[config.mk]
export PLATFORM = sky130hd
export DESIGN_NAME = intersection_controller
export DESIGN_NICKNAME = d
export VERILOG_FILES = /design/src/rtl/intersection_controller.sv
export SDC_FILE = /design/constraint.sdc
export NUM_CORES = 1
export LEC_CHECK = 0
export CORE_UTILIZATION = 52
export CTS_BUF_LIST = sky130_fd_sc_hd__clkbuf_8
export DETAILED_ROUTE_END_ITERATION = 6
export PLACE_DENSITY = 0.8
export SYNTH_ARGS = -nofsm -noshare
export SYNTH_HDL_FRONTEND = slang
export SYNTH_SLANG_ARGS = --single-unit
[constraint.sdc]
create_clock -name CLK -period 1.8 [get_ports CLK]
set_clock_uncertainty 0.05 [all_clocks]
set_input_delay 0.36 -clock CLK [delete_from_list [all_inputs] [get_ports CLK]]
set_output_delay 0.36 -clock CLK [all_outputs]
set_load 0.02 [all_outputs]
[src/rtl/intersection_controller.sv]
// Two-road intersection sequencer: road A green by default, latched side-road request runs one handover.
// Latency: lamps decode directly from the state register (no extra output stage).
// Backpressure: none; Req_B is latched in pend_B so short pulses are never lost.
module intersection_controller #(
  parameter int GREEN_A_MIN = 16,
  parameter int GREEN_B     = 8,
  parameter int YELLOW      = 4,
  parameter int ALL_RED     = 2,
  parameter int TIMER_W     = 8
) (
  input  logic       CLK,
  input  logic       Reset,
  input  logic       Set,
  input  logic       Req_B,
  output logic       Red_A,
  output logic       Yellow_A,
  output logic       Green_A,
  output logic       Red_B,
  output logic       Yellow_B,
  output logic       Green_B,
  output logic [2:0] State
);

  typedef enum logic [2:0] {
    A_GREEN  = 3'd0,
    A_YELLOW = 3'd1,
    CLR_AB   = 3'd2,
    B_GREEN  = 3'd3,
    B_YELLOW = 3'd4,
    CLR_BA   = 3'd5,
    HOLD     = 3'd6,
    ILLEGAL  = 3'd7
  } state_t;

  // Timer reload values: a state lasts exactly its duration when loaded with duration-1.
  localparam logic [TIMER_W-1:0] T_GA = TIMER_W'(GREEN_A_MIN - 1);
  localparam logic [TIMER_W-1:0] T_GB = TIMER_W'(GREEN_B - 1);
  localparam logic [TIMER_W-1:0] T_Y  = TIMER_W'(YELLOW - 1);
  localparam logic [TIMER_W-1:0] T_R  = TIMER_W'(ALL_RED - 1);

  state_t             state_q, state_d;
  logic [TIMER_W-1:0] timer_q, timer_d;
  logic               pend_q, pend_d;
  logic               pend_eff;
  logic               timer_zero;

  assign timer_zero = (timer_q == '0);
  // A request arriving in the very cycle A's minimum expires is honoured immediately.
  assign pend_eff   = pend_q | Req_B;

  // Next-state, timer and request-latch logic; Set overrides normal sequencing.
  always_comb begin
    state_d = state_q;
    timer_d = timer_zero ? '0 : timer_q - TIMER_W'(1);
    pend_d  = pend_eff;
    if (Set) begin
      state_d = HOLD;
      timer_d = T_GA;
    end else begin
      case (state_q)
        A_GREEN: begin
          if (timer_zero && pend_eff) begin
            state_d = A_YELLOW;
            timer_d = T_Y;
          end
        end
        A_YELLOW: begin
          if (timer_zero) begin
            state_d = CLR_AB;
            timer_d = T_R;
          end
        end
        CLR_AB: begin
          if (timer_zero) begin
            state_d = B_GREEN;
            timer_d = T_GB;
            // Entering B green serves the request; a coincident Req_B is absorbed.
            pend_d  = 1'b0;
          end
        end
        B_GREEN: begin
          if (timer_zero) begin
            state_d = B_YELLOW;
            timer_d = T_Y;
          end
        end
        B_YELLOW: begin
          if (timer_zero) begin
            state_d = CLR_BA;
            timer_d = T_R;
          end
        end
        CLR_BA: begin
          if (timer_zero) begin
            state_d = A_GREEN;
            timer_d = T_GA;
          end
        end
        HOLD: begin
          state_d = A_GREEN;
          timer_d = T_GA;
        end
        default: begin
          state_d = HOLD;
          timer_d = T_GA;
        end
      endcase
    end
  end

  // State, timer and request registers with synchronous reset.
  always_ff @(posedge CLK) begin
    if (Reset) begin
      state_q <= A_GREEN;
      timer_q <= T_GA;
      pend_q  <= 1'b0;
    end else begin
      state_q <= state_d;
      timer_q <= timer_d;
      pend_q  <= pend_d;
    end
  end

  // Lamp decode: exactly one lamp per road in every state, red for all-red and hold states.
  always_comb begin
    Red_A    = 1'b1;
    Yellow_A = 1'b0;
    Green_A  = 1'b0;
    Red_B    = 1'b1;
    Yellow_B = 1'b0;
    Green_B  = 1'b0;
    case (state_q)
      A_GREEN: begin
        Red_A   = 1'b0;
        Green_A = 1'b1;
      end
      A_YELLOW: begin
        Red_A    = 1'b0;
        Yellow_A = 1'b1;
      end
      B_GREEN: begin
        Red_B   = 1'b0;
        Green_B = 1'b1;
      end
      B_YELLOW: begin
        Red_B    = 1'b0;
        Yellow_B = 1'b1;
      end
      default: begin
        Red_A = 1'b1;
        Red_B = 1'b1;
      end
    endcase
  end

  assign State = state_q;

endmodule

* Yosys cells after proc, flatten, opt, wreduce, memory -nomap -nowiden
Cells that the tools add are included.
** Storage, ports and cells
- Bits of input ports :: 4
- Word-level logic and storage cells :: 57
- Output and inout bits :: 9
- Flip-flop bits (word level) :: 12
** Cells by class
- $add $sub $neg :: 1
- Equality and inequality tests :: 18
- Reductions and logical operators :: 9
- Bitwise logic cells :: 1
- Mux-type cells :: 24
** Operators by type and width (number)
- $mux W8 :: 6
- $pmux W8 S5 :: 1
- $mux W3 :: 7
- $pmux W3 S7 :: 1
- $ne A3 B3 Y1 const B :: 6
- $ne A2 B2 Y1 const B :: 6
- $reduce_and A6 Y1 :: 2
- $eq A3 B3 Y1 const B :: 3
- $mux W1 :: 9
- $logic_not A8 Y1 :: 1
- $reduce_or A2 Y1 :: 4
- $sub A8 B1 Y8 const B :: 1
- $eq A3 B2 Y1 const B :: 2
- $eq A3 B1 Y1 const B :: 1
- $logic_not A3 Y1 :: 1
- $logic_and A1 B1 Y1 :: 1
- $or A1 B1 Y1 :: 1

* Depth between registers and ports, before layout
Gate-level depths: netlist (run 1).
- Depth after elaboration :: 5
- Mapped depth :: 6

* Worst setup path before layout (run 1)
Ideal clock, no wire load.
- Kind :: reg-to-output
- Start :: register state_q[0] (netlist: State[0])
- End :: output port Red_B
- Path slack :: -0.036 ns
- Cell stages (with the launch flop) :: 5
- Data arrival time :: 1.426 ns
- Required time :: 1.390 ns
- Cells stage by stage :: dfxtp_1 clkbuf_1 nor2_1 and2_1 nor2_1
** Between the ends
- Cells in the longest elaborated chain, start to end :: 3
- Elaborated cells between the ends (all ways) :: 4
- Classes of those cells :: 2 x eq/ne; 1 x mux; 1 x reduce/logical
** Ends and longest elaborated chain
- from (decl) :: line 41 : state_t state_q, state_d;
- from (signal assigned) :: line 118 : state_q <= state_d;
- $eq A3 B2 Y1 or $eq A3 B3 Y1 (tied branches) :: line 132 : case (state_q)
- $reduce_or A2 Y1 (no source line) *
- $mux W1 * :: line 132
- to (decl) :: line 18 : output logic Red_B,
Every way passes the cells marked *; elsewhere a longest branch is shown, timed or not.

* Worst setup path after layout (run 1)
- Start :: register state_q[2] (netlist: State[2])
- End :: output port Yellow_A
** Between the ends
- Cells in the longest elaborated chain, start to end :: 2
** Ends and longest elaborated chain
- $eq A3 B1 Y1 :: line 132
- $mux W1 :: line 132
- to (decl) :: line 16 : output logic Yellow_A,
Every way passes these cells.

==> results of run 1 <==
logic make-up after synthesis:
logic type | synth area share (%)
adder cells (fa/ha/maj) | 3.577
AND/OR/NAND/NOR | 36.85
AO/OA/AOI/OAI | 13.06
XOR/XNOR | 8.766
buffers and inverters | 3.399
flip-flops | 34.35
worst paths after layout:
path / slack [ns] / end / startpoint
worst max-delay path: 0.09 / Yellow_A / State[2]
worst max register to register: 0.22 / pend_q / timer_q[0]
worst min-delay path: 0.42 / timer_q[0] / timer_q[0]
worst min register to register: 0.42 / timer_q[0] / timer_q[0]
cells in the final DEF (no fill, tap or decap), types with 2 or more instances in the layout:
cell,n
xor2_1,3
a21oi_1,2
nor2_1,13
nand3_1,3
and2_2,2
nor2b_1,2
xnor2_1,4
nand2_1,5
and2_1,4
nor3_1,5
clkbuf_8,3
a2bb2oi_1,2
dfxtp_1,11
dlygate4sd2_1,6
clkdlybuf4s50_1,4
buf_4,8
inv_1,3
a31oi_1,2
ha_1,2
through the flow:
stage          power, mW  worst slack [ns]  hold slack [ns]  util [%]
2_1_floorplan     0.3516           0.03749           0.3794         -
3_3_place_gp      0.4035         0.0002757           0.4119     75.75
3_5_place_dp      0.4054           0.02345           0.4191     75.75
4_1_cts           0.6448           0.01003           0.4259     78.53
5_1_grt           0.6653          -0.01032           0.4455     78.53
6_report          0.6381           0.08816           0.4207     78.53
layout make-up:
| type | count | area (µm²) | share of cell area (%) |
|---|---|---|---|
| multi-input cells | 65 | 437.9 | 47.62 |
| flip-flops and latches | 12 | 241.5 | 26.26 |
| inverters | 3 | 11.26 | 1.224 |
| repair buffers | 20 | 170.2 | 18.50 |
| well taps | 14 | 17.52 | 1.905 |
| clock buffers | 3 | 41.29 | 4.490 |
registers in the layout (all words and copies together), names as in the netlist:
name     count
timer_q      8
State        3
pend_q       1
layer usage:
layer	global-route usage [%]	share of wire (%)
met2	40.83	46
met3	6.936	5.9
met1	32.28	48
met4	10.34	0.59
met5	0	0
cells in the mapped netlist, types with 2 or more instances:
cell type | instances | area, µm²
a31oi_1 | 2 | 12.51
nand2_1 | 5 | 18.77
dfxtp_1 | 12 | 240.2
nor2_1 | 14 | 52.55
nand3_1 | 3 | 15.01
inv_1 | 3 | 11.26
and2_1 | 4 | 25.02
xor2_1 | 3 | 26.28
nor2b_1 | 2 | 12.51
clkbuf_1 | 2 | 7.510
a21oi_1 | 2 | 10.01
ha_1 | 2 | 25.02
a2bb2oi_1 | 2 | 17.52
nor3_1 | 5 | 25.02
xnor2_1 | 4 | 35.03
and2_2 | 2 | 15.01
power breakdown:
group	switching (mW)	total, mW	internal [mW]
logic	0.0565	0.107	0.0507
clock network	0.0993	0.247	0.148
registers	0.00795	0.284	0.276
repair_timing:
item	CTS	global route
endpoints found under the hold margin	0	0
hold buffers	0	0
gates resized for setup	7	5
setup endpoints to repair	7	4
==> results.md, run 1 <==
Critical path:
- STA classifies the critical path startpoint as a flip-flop.
- The arrival time at the worst endpoint is approximately 1.3 ns.
- Among all stages on the critical path, the largest delay is contributed by dfxtp_1.
- The delay contributed by the slowest stage of the critical path is ~0.35 ns.
- STA puts the critical path data required time at roughly 1.4 ns.
- The worst setup path is captured at an output pin.
- The signal on the critical path passes through nor2_1 > and2_1 > dlygate4sd2_1.
- The maximum fanout along the worst path is 5.
- The depth of the critical timing path with buffers and inverters included is 3.
- The family with the most delay on the worst path is simple AND/OR/NAND/NOR gates.
- For the worst flop-to-flop path, the logic depth is 6.
- The type of the worst setup path is reg2out.
- The buffers plus inverters on the worst setup path is 1.

Timing:
- Summed over all failing endpoints, the final setup total negative slack is 0 ns.
- The worst path needs 1.712 ns of the cycle, external delays included.
- The number of endpoints failing setup at the final stage is 0.
- Measured against its own limit, the worst slew margin works out to between 70 and 80%.
- For this run, the top clock speed supported by timing is 584.2 MHz.
- The period utilization is roughly 95%.
- Setup repair after global routing could not meet its margin everywhere.
- The number of pins exceeding their max-slew limit in the final report came to 0.
- At the pin with the least slew margin, the transition time is around 0.38 ns.
- The count of endpoints failing hold in the final timing report is 0.

Finish:
- The number of diodes is 0.
- With fillers left out, the area of the finished cells amounts to between 900 and 1000 µm².
- The final-stage net count is 111.
- The layout cell share with drive strength beyond 1 is a little over a fifth.
- The synthesis-to-finish area growth is 31.48%.
- The post-layout instance count excluding filler cells is about 120.
- The count of fill cells added during filler insertion is between 90 and 100.

Clock tree:
- The total number of H-tree levels is 1.
- The clock-pin slew on the worst setup and hold paths is 0.05 ns.
- Post-CTS timing repair inserted 0 buffers for setup.
- The clock net in this run drives a total of 12 sinks.
- The root cell of the clock tree is clkbuf_8.
- No sink is reached through more buffers than the 2 on the longest clock path.
- Clock latency on the worst-skew pair, taken at its later pin, is approximately 0.24 ns.
- The clock buffer count from CTS is 3.
- The CTS tree is done.

Global route:
- The combined global-route utilization of all metal layers is between 20% and 30%.
- The total overflow left after global routing is 0.
- Entering global routing, the biggest net connects 10 pins.
- The number of global-route vias before repair was 577.
- The first global-routing pass estimated ~2500 µm of wire.
- The initial antenna violation count is 0.

Synthesis:
- The predominant post-synthesis flop cell is dfxtp_1.
- The post-synthesis instance area is around 700 µm².
- The number of warnings reported in the yosys synthesis log is 0.
- In this run, synthesis inferred 0 flip-flops with an integrated enable.
- The post-synthesis register bit count is 12.
- After synthesis, the netlist uses 32 different library cells.
- Each instance of the synthesized netlist takes up on average about 8.4 µm².
- The cell count after synthesis is 83.
- Counting every net in the synthesized netlist gives between 80 and 90.
- For this run, asynchronously set or reset flops after synthesis account for 0%.
- Sequential cells were found to cover roughly a third of the synthesized design area.

Die:
- The die extent in x is approximately 39 µm.
- The total area inside the core boundary comes to between 1000 and 1500 µm².
- The top-level port count is 13.
- Row generation in the floorplan step produced 12 rows.
- The die is 38.68 µm tall.
- For this configuration, the core starts out at a cell density of around 60%.
- The die covers 1496 µm².

Routing:
- After detailed routing, the number of vias per cell comes to approximately 5.5.
- The number of search-and-repair iterations in the first detailed-routing pass is 4.
- After detailed routing, the number of remaining DRC violations is 0.
- After the first detailed-routing iteration, the DRC count stood at 12.
- The final route contains 640 vias.
- The residual antenna-violating net count after detailed routing is 0.
- After detailed routing, the average wire length per cell comes to roughly 13 µm.
- After detailed routing, the total wire length is roughly 1500 µm.

Run status:
- The flow ran to the end, and the final reports show no timing, DRC or antenna violations.

Place:
- The placed wire-length estimate is about 1200 µm.
- After detailed placement, the design holds a cell count of roughly 110.
- Summing all placed instances gives a cell area of between 800 and 900 µm².
- During placement, the flow inserted port buffers numbering 12.
- The final weighted congestion in routability-driven placement is ~0.85.

Hold path:
- Counting instances, the worst hold path has a depth of 1.
- The worst hold-check path type is reg2reg.

Job:
- The tool flagged a number of max-cap violations equal to 0.

Power and ir drop:
- The power density relative to cell area is approximately 690 nW/µm².
- The leakage dissipation is ~0.4 nW.
- VDD sags by at most 0.0004871 V.
Note: power is estimated with default switching activity, not from simulation.
==> run 2, diff against run 1 <==
--- a/config.mk
+++ b/config.mk
@@ -9,6 +9,8 @@
 export CTS_BUF_LIST = sky130_fd_sc_hd__clkbuf_8
 export DETAILED_ROUTE_END_ITERATION = 6
 export PLACE_DENSITY = 0.8
+export SLEW_MARGIN = 30
 export SYNTH_ARGS = -nofsm -noshare
 export SYNTH_HDL_FRONTEND = slang
 export SYNTH_SLANG_ARGS = --single-unit
+export TNS_END_PERCENT = 20
==> run 2 against run 1 <==
  * Via count fell by 0.47%
  * Global-route usage did not move
  * First-iteration DRC count did not move
  * Sequential cell count did not move
  * Power rose by 0.26%
  * Sequential power barely moved
  * Critical endpoint is now Green_A
  * Largest power group unchanged
==> results.md, run 2 (synthesized netlist as in run 1, its figures left out) <==
Finish:
- The count of fill cells added during filler insertion came to 90 (-1.1%).
- The number of diodes is 0 (unchanged).
- In the layout the commonest cells are 13 x nor2_1, 11 x dfxtp_1, 8 x buf_4.
- The area used by multi-input combinational logic was 437.9 µm² (unchanged).
- The synthesis-to-finish area growth is 32.20%.
- The post-layout instance count excluding filler cells came to 117 (unchanged).
- The sequential cell area came to 241.5 µm² (unchanged).
- The summed area of non-filler cells in the final layout is 924.6 µm² (+0.54%).
- The layout cell share with drive strength beyond 1 is 20.39% (-0.97 points).
- The final-stage net count is 111 (unchanged).
- Leaving out fill and tap cells, the most frequent cell in the layout is nor2_1.
- The flip-flop count of the largest register after layout was 8 (unchanged).
- The most flop-heavy register is timer_q.

Die:
- The top-level port count was 13 (unchanged).
- The row count is 12 (unchanged).
- The core footprint is 1171 µm² (unchanged).
- The effective utilization at floorplan is 59.72% (unchanged).
- The die height is 38.68 µm (unchanged).
- The floorplan die area is 1496 µm² (unchanged).
- The die extent in x is 38.68 µm (unchanged).

Critical path:
- The worst register-to-register path begins at timer_q[0].
- The number of cells on the worst reg-to-reg path is 6 (unchanged).
- The endpoint identified for the worst register-to-register timing path is pend_q.
- The nature of the critical path endpoint is an output pin.
- STA classifies the critical path startpoint as a flip-flop.
- The arrival time at the worst endpoint is 1.32 ns (+0.02 ns).
- The maximum fanout along the worst path came to 9 (+4).
- The worst-case register-to-register setup slack is 0.22 ns (about the same).
- The type of the worst setup path is reg2out.
- The required time of the critical path was 1.39 ns (about the same).

Clock tree:
- The root cell of the clock tree is clkbuf_8.
- The clock buffer count from CTS is 3 (unchanged).
- The number of buffers between clock root and the deepest sink was 2 (unchanged).
- The clock insertion delay at the later pin of the skew report is 0.24 ns (about the same).
- The CTS sink count is 12 (unchanged).
- The clock-pin slew on the worst setup and hold paths came to 0.05 ns (about the same).
- TritonCTS built the clock tree.
- The total number of H-tree levels is 1 (unchanged).
- The hold-fix buffer count after cts is 0 (unchanged).

Hold path:
- The launch point of the worst hold path is timer_q[0].
- The worst hold endpoint is timer_q[0].
- The worst hold-check path type is reg2reg.
- The cell depth of the worst hold path is 1 (unchanged).

Global route:
- The combined global-route utilization of all metal layers came to 25.66% (unchanged).
- The wire length of the first global-routing pass is 2490 µm (unchanged).
- The number of global-route vias before repair is 577 (unchanged).
- The maximum number of pins on one net before global-route repair is 10 (unchanged).
- The initial antenna violation count is 0 (unchanged).
- The overall overflow remaining after global route is 0 (unchanged).

Routing:
- The number of search-and-repair iterations in the first detailed-routing pass came to 4 (unchanged).
- The overall via count from detail_route is 637 (-0.47%).
- The via density per instance is 5.444 (-0.47%).
- The first-iteration detailed-routing DRC count is 12 (unchanged).
- The residual antenna-violating net count after detailed routing was 0 (unchanged).
- The overall routed net length is 1537 µm (unchanged).
- The remaining design rule violation count is 0 (unchanged).
- The wire length per cell was 13.14 µm (unchanged).

Place:
- The post-placement cell area came to 887.1 µm² (unchanged).
- The final weighted congestion in routability-driven placement was 0.8540 (unchanged).
- The number of placed cells counting well taps was 114 (unchanged).
- The number of buffer cells added on primary ports is 12 (unchanged).
- The placed wire-length estimate is 1159 µm (unchanged).

Power and ir drop:
- The final total power is 0.6398 mW (+0.26%).
- The switching component of the power was 0.1643 mW (+0.29%).
- The clock network fraction of design power came to 38.7% (about the same).
- The relative contribution of combinational cells to total power came to 16.9% (about the same).
- The switching share of total power came to 25.67% (about the same).
- The relative contribution of sequential cells to total power was 44.4% (about the same).
- The maximum ir drop on the vdd rail is 0.0004913 V (+0.86%).
- The leakage dissipation is 0.4048 nW (about the same).
- The power density relative to cell area is 692.0 nW/µm² (-0.28%).
- The internal power contribution was 0.4755 mW (+0.25%).

Timing:
- The final period demand of the worst path came to 1.727 ns (+0.01515 ns).
- Setup repair after global routing could not meet its margin everywhere.
- The final hold slack is 0.4207 ns (+0.000005000 ns).
- The period utilization came to 95.94% (+0.84 points).
- The worst-margin pin slew is 0.3840 ns (+0.001652 ns).
- The top achievable clock speed is 579.0 MHz (-0.88%).
- The number of pins exceeding their max-slew limit in the final report was 0 (unchanged).
- The count of endpoints failing hold in the final timing report is 0 (unchanged).
- The number of endpoints failing setup at the final stage is 0 (unchanged).
- The relative max-transition margin is 74.20% (-0.11 points).

Run status:
- The run finished with clean final reports.

Job:
- The reported max-cap violation count is 0 (unchanged).
[run 2: final cells by class]
type,instances,share of cell area [%]
repair buffers,20,18.94
multi-input cells,65,47.36
clock buffers,3,4.465
flip-flops and latches,12,26.12
inverters,3,1.218
well taps,14,1.894
[run 2: through the flow]
step | TNS (ns) | worst slack [ns] | utilization, %
global placement | 0 | 0.0002757 | 75.75
floorplan | 0 | 0.03749 | -
detailed placement | 0 | 0.02345 | 75.75
global route | -0.02312 | -0.01280 | 78.95
finish | 0 | 0.07302 | 78.95
CTS | 0 | 0.01003 | 78.53
[run 2: worst max path at each step]
stage	from	end	slack, ns	cells after the start
2_1_floorplan	State[0]	Red_B	0.04	4
3_3_place_gp	State[1]	Green_A	0.0003	3
3_5_place_dp	State[0]	Red_B	0.02	4
4_1_cts	State[1]	State[1]	0.01	2
5_1_grt	State[1]	Green_A	-0.01	3
6_report	State[1]	Green_A	0.07	3
[run 2: worst max-delay path, cell delays in order (launching register included)]
cell and delay [ns]:
dfxtp_1 0.33, buf_4 0.17, nor3_1 0.24, clkdlybuf4s15_1 0.35
[run 2: layer usage]
layer	vias to the layer above	GRT usage (%)	part of all wire, %
li1	325	-	-
met1	294	32.28	50
met2	16	40.83	45
met3	2	6.936	4.4
met4	0	10.34	0.59
met5	-	0	0
[run 2: repair_timing]
item	in CTS	in global routing
setup endpoints to repair	7	4
resized for setup	7	3
setup buffers	0	0
[run 2: power by group through the flow]
stage	logic, mW	registers [mW]	clock network, mW
CTS	0.108	0.284	0.253
floorplan	0.0608	0.291	0
detailed placement	0.116	0.290	0
global route	0.119	0.285	0.262
global placement	0.114	0.289	0
finish	0.108	0.284	0.247
